--- src/rtl/clock_timebase.sv ---
// clock_timebase: divides clk down to a 1 s tick, keeps the seconds and
// minutes counters, and generates the enable/reset/load strobes for the
// downstream 1-12 hour counter, including a req/ack time-set handshake.
module clock_timebase #(
  parameter int CLKS_PER_SEC = 10
) (
  input  logic       clk,
  input  logic       reset,
  input  logic       run,
  input  logic       set_req,
  input  logic [3:0] set_hour,
  input  logic [5:0] set_min,
  output logic [5:0] sec,
  output logic [5:0] min,
  output logic       sec_tick,
  output logic       hr_enable,
  output logic       hr_reset,
  output logic       hr_load,
  output logic [3:0] hr_d,
  output logic       set_ack,
  output logic       set_err
);

  localparam int PW = (CLKS_PER_SEC > 1) ? $clog2(CLKS_PER_SEC) : 1;
  localparam logic [PW-1:0] PS_LAST = PW'(CLKS_PER_SEC - 1);

  typedef enum logic [1:0] {INIT, COUNT, ACK} state_t;

  state_t        state, state_next;
  logic [PW-1:0] ps, ps_next;
  logic [5:0]    sec_next, min_next;
  logic [3:0]    hr_d_next;
  logic          tick_next, en_next, rst_next, load_next;
  logic          ack_next, err_next;
  logic          set_valid;

  // Validity is judged on the full input width, so 13..15 hours and
  // 60..63 minutes are all rejected.
  assign set_valid = (set_hour >= 4'd1) && (set_hour <= 4'd12) &&
                     (set_min <= 6'd59);

  // Next-state and next-output logic; strobes default low so every pulse
  // lasts exactly one cycle.
  always_comb begin
    state_next = state;
    ps_next    = ps;
    sec_next   = sec;
    min_next   = min;
    hr_d_next  = hr_d;
    tick_next  = 1'b0;
    en_next    = 1'b0;
    rst_next   = 1'b0;
    load_next  = 1'b0;
    ack_next   = set_ack;
    err_next   = set_err;
    case (state)
      INIT: begin
        en_next    = 1'b1;
        rst_next   = 1'b1;
        state_next = COUNT;
      end
      COUNT: begin
        if (set_req) begin
          // A set takes priority over any tick or hour advance on this edge.
          ack_next   = 1'b1;
          state_next = ACK;
          if (set_valid) begin
            min_next  = set_min;
            sec_next  = 6'd0;
            ps_next   = '0;
            en_next   = 1'b1;
            load_next = 1'b1;
            hr_d_next = set_hour;
            err_next  = 1'b0;
          end else begin
            err_next  = 1'b1;
          end
        end else if (run) begin
          if (ps == PS_LAST) begin
            ps_next   = '0;
            tick_next = 1'b1;
            if (sec == 6'd59) begin
              sec_next = 6'd0;
              if (min == 6'd59) begin
                min_next = 6'd0;
                en_next  = 1'b1;
              end else begin
                min_next = min + 6'd1;
              end
            end else begin
              sec_next = sec + 6'd1;
            end
          end else begin
            ps_next = ps + PW'(1);
          end
        end
      end
      ACK: begin
        if (!set_req) begin
          ack_next   = 1'b0;
          err_next   = 1'b0;
          state_next = COUNT;
        end
      end
      default: state_next = INIT;
    endcase
  end

  // State register and registered outputs; reset clears everything at once.
  always_ff @(posedge clk or posedge reset) begin
    if (reset) begin
      state     <= INIT;
      ps        <= '0;
      sec       <= 6'd0;
      min       <= 6'd0;
      sec_tick  <= 1'b0;
      hr_enable <= 1'b0;
      hr_reset  <= 1'b0;
      hr_load   <= 1'b0;
      hr_d      <= 4'd0;
      set_ack   <= 1'b0;
      set_err   <= 1'b0;
    end else begin
      state     <= state_next;
      ps        <= ps_next;
      sec       <= sec_next;
      min       <= min_next;
      sec_tick  <= tick_next;
      hr_enable <= en_next;
      hr_reset  <= rst_next;
      hr_load   <= load_next;
      hr_d      <= hr_d_next;
      set_ack   <= ack_next;
      set_err   <= err_next;
    end
  end

endmodule

--- config.mk ---
export PLATFORM = sky130hd
export DESIGN_NAME = clock_timebase
export DESIGN_NICKNAME = d
export VERILOG_FILES = /design/src/rtl/clock_timebase.sv
export SDC_FILE = /design/constraint.sdc
export NUM_CORES = 1
export LEC_CHECK = 0
export ABC_AREA = 1
export BUFFER_PORTS_ARGS = -buffer_cell sky130_fd_sc_hd__buf_4
export CAP_MARGIN = 20
export CORE_MARGIN = 2
export CORE_UTILIZATION = 55
export DETAILED_ROUTE_END_ITERATION = 6
export PLACE_DENSITY = 0.81
export SYNTH_ARGS = -nofsm -noshare
export SYNTH_HDL_FRONTEND = slang
export SYNTH_SLANG_ARGS = --single-unit
--- constraint.sdc ---
create_clock -name clk -period 2.3 [get_ports clk]
set_input_delay 0.46 -clock clk [delete_from_list [all_inputs] [get_ports clk]]
set_output_delay 0.46 -clock clk [all_outputs]
set_load 0.005 [all_outputs]
==> impl_metrics.py <==
metrics = {
    "yosys": {
        "synth-simple-area-share_pct": 35.2,
        "synth_fp_nets": 213,
        "ys.flop_type": "dfrtp_1",
        "yosys.area_share.xor_xnor_pct": 2.75,
        "synth_top_family_by_area": "simple AND/OR/NAND/NOR gates",
        "ys_types": 30,
        "synth_compound_area_share_pct": 7.94,
        "netlist_area_um2": 1590,
        "yosysMostFrequentCell": "nand2_1",
        "yosysTopAreaCell": "dfrtp_1",
        "synth-edff-count": 0,
        "yosys_register_bits": 28,
        "synth_area_leaders": "dfrtp_1 44%, nand2_1 14%, inv_1 4.0%, o21ai_0 3.5%, ha_1 3.1%",
        "synth_top_area_share_pct": 44.0,
        "synth_cells": 195,
        "synth_fa_ha_area_share_pct": 3.14,
        "yosysSeqAreaShare_pct": 44.0,
        "synth_common_cells": "58 x nand2_1, 28 x dfrtp_1, 17 x inv_1",
        "synth_area_per_cell_um2": 8.16,
        "async_flop_share_pct": 100,
        "synthMuxAreaShare_pct": 0.629,
        "yosysWarnings": 0,
    },
    "status": {
        "outcome": "finished, final reports clean",
    },
    "sta": {
        "drv_slew": 0,
        "min_period_ps": 1530,
        "setup_ws_ps": 771,
        "fmax_mhz": 654,
        "timing.setup.tns_ps": 0,
        "rsz0062_at_grt": "no",
        "final_hold_viol_count": 0,
        "relSlewSlack_pct": 76.8,
        "fin_worst_skew_ps": 1.19,
        "worstMarginPinSlew_ps": 349,
        "setup_viol": 0,
        "period_share_pct": 66.5,
    },
    "placed_design": {
        "placed_area_um2": 1890,
        "dp_slack_ps": 773,
        "place.gp.congestion": 0.818,
        "port_buffers": 35,
        "dp_hpwl_um": 2370,
    },
    "critical_path": {
        "arrival_ps": 1770,
        "path_delay_family": "simple AND/OR/NAND/NOR gates",
        "crit_start": "sec[0]",
        "path_cells": "ha_1 -> nand3_1 -> nor2_4 -> inv_2 -> nand2_1 -> nand3_4 -> nand2_1 -> nand2_1",
        "worstPathMaxFanout": 7,
        "required_ps": 2540,
        "endpoint": "min[4]",
        "reg2reg_slack_ps": 770,
        "cpMostUsedCell": "nand2_1",
        "slowest_delay_ps": 450,
        "critical_path_depth": 8,
        "r2r-end": "min[4]",
        "start_kind": "register",
        "cpMaxStageDelayCell": "dfrtp_1",
        "path_buf_inv": 1,
        "critical_path.endpoint_type": "register",
        "r2r-start": "sec[0]",
        "crit_type": "reg -> reg",
        "r2r_cells": 8,
    },
    "floorplanning": {
        "die_h_um": 57.8,
        "fp.dieArea_um2": 3340,
        "core_area_um2": 2760,
        "row_count": 19,
        "die_w_um": 57.8,
        "io_pins": 36,
        "initial_core_util_pct": 57.7,
    },
    "final_layout": {
        "nets": 252,
        "syn_to_final_growth_pct": 20.0,
        "num-fill-cells": 230,
        "diodes": 0,
        "finish.utilization_pct": 69.3,
        "design_area_um2": 1910,
        "drive_above_1_share_pct": 26.7,
    },
    "route": {
        "final_antenna_net_count": 0,
        "dr.pass1.iters": 4,
        "route.detailed.drc": 0,
        "drtIter0Drc": 49,
        "wl_per_cell_um": 11.9,
        "vias": 1373,
        "wl_um": 3130,
        "vias_per_cell": 5.22,
    },
    "worst_hold_path": {
        "min_path_type": "in -> async",
    },
    "power_and_ir_drop": {
        "leakagePower_nw": 0.962,
        "p_per_area_nw_per_um2": 989,
        "vdd_ir_drop_max_mv": 0.678,
    },
    "grt": {
        "grt_pass1_wl_um": 5480,
        "grtUsageTotal_pct": 20.9,
        "grt-ovfl-total": 0,
        "grt_max_degree": 29,
        "antenna_found_initial": 0,
        "grt_pass1_vias": 1262,
    },
    "clock_network": {
        "clockBufferDepth": 2,
        "ctsResizeCount": 0,
        "cts_setup_buffers": 0,
        "cts.clk_slew.worst_paths_ps": 140,
        "cts_hold_buf": 0,
        "clkLatencyLatePin_ps": 320,
        "cts_root_buf": "clkbuf_4",
        "h-tree-depth": 1,
        "tritoncts.num_buffers": 3,
        "clock_sinks": 28,
        "cts_tree": "yes",
    },
    "run": {
        "max-cap-violations": 0,
    },
}
==> logic make-up (layout without fill, tap and decap cells) <==
| kind of cell | count (synthesis) | in the layout |
|---|---|---|
| flip-flops | 28 | 28 |
| adder cells (fa/ha/maj) | 4 | 4 |
| AND/OR/NAND/NOR | 109 | 109 |
| AO/OA/AOI/OAI | 24 | 24 |
| multiplexers | 1 | 1 |
| XOR/XNOR | 5 | 5 |
| buffers and inverters | 24 | 61 |
==> worst min path at each step <==
stage	slack, ps	from	cells after the start	end
2_1_floorplan	420	state[1]	1	hr_reset
3_5_place_dp	440	state[1]	1	hr_enable
4_1_cts	190	reset	3	min[3]
6_report	180	reset	3	hr_d[2]
3_3_place_gp	440	state[1]	1	hr_reset
5_1_grt	220	reset	3	sec_tick
==> cell usage in the layout (no fill, tap or decap), drive strengths merged <==
cell type  count
o21bai         2
nor3           4
dfrtp         28
clkbuf         3
ha             4
a31oi          1
buf           36
inv           22
nand2         63
mux2i          1
xnor2          1
o21ai         19
nand4          7
nand3         12
xor2           4
or2            5
nor2          18
a21oi          2
==> metrics by stage <==
stage	cells	power, mW	hold WS [ps]
finish	263	1.89	175
global placement	260	1.67	436
detailed placement	260	1.71	443
floorplan	195	1.34	418
global route	263	2.05	216
CTS	263	1.91	192
==> flip-flops by register name, indices dropped and copies added, names as in the netlist <==
| name | cells |
|---|---|
| min | 6 |
| sec | 6 |
| hr_d | 4 |
| ps | 4 |
| state | 2 |
| hr_enable | 1 |
| hr_load | 1 |
| hr_reset | 1 |
| sec_tick | 1 |
| set_ack | 1 |
| set_err | 1 |
==> report_power, final <==
part	internal, mW	leakage (nW)	switching [mW]
Combinational	0.414	0.591	0.395
Clock	0.0615	0.0138	0.140
Sequential	0.679	0.357	0.201
Total	1.16	0.962	0.735
==> final cells by class <==
cell class / instances / area, µm² / share of cell area [%]
multi-input combinational: 143 / 791 / 41.4
sequential: 28 / 701 / 36.7
timing repair buffer: 36 / 270 / 14.1
inverter: 22 / 87.6 / 4.58
tap: 31 / 38.8 / 2.03
clock buffer: 3 / 22.5 / 1.18
==> worst reg2reg max path: cells and delay by family (launching register included) <==
family	cells	cell delay, ps
AND/OR/NAND/NOR	6	680
flip-flops	1	450
adder cells (fa/ha/maj)	1	240
buffers and inverters	1	70
==> per-layer routing <==
layer  vias to the layer above  wire length, µm  track usage, %
li1                        703                -               -
met1                       639             1450            26.3
met2                        27             1540            36.9
met3                         4              112            2.90
met4                         0               28            6.64
met5                         -                0               0
(Power assumes the default switching activity.)
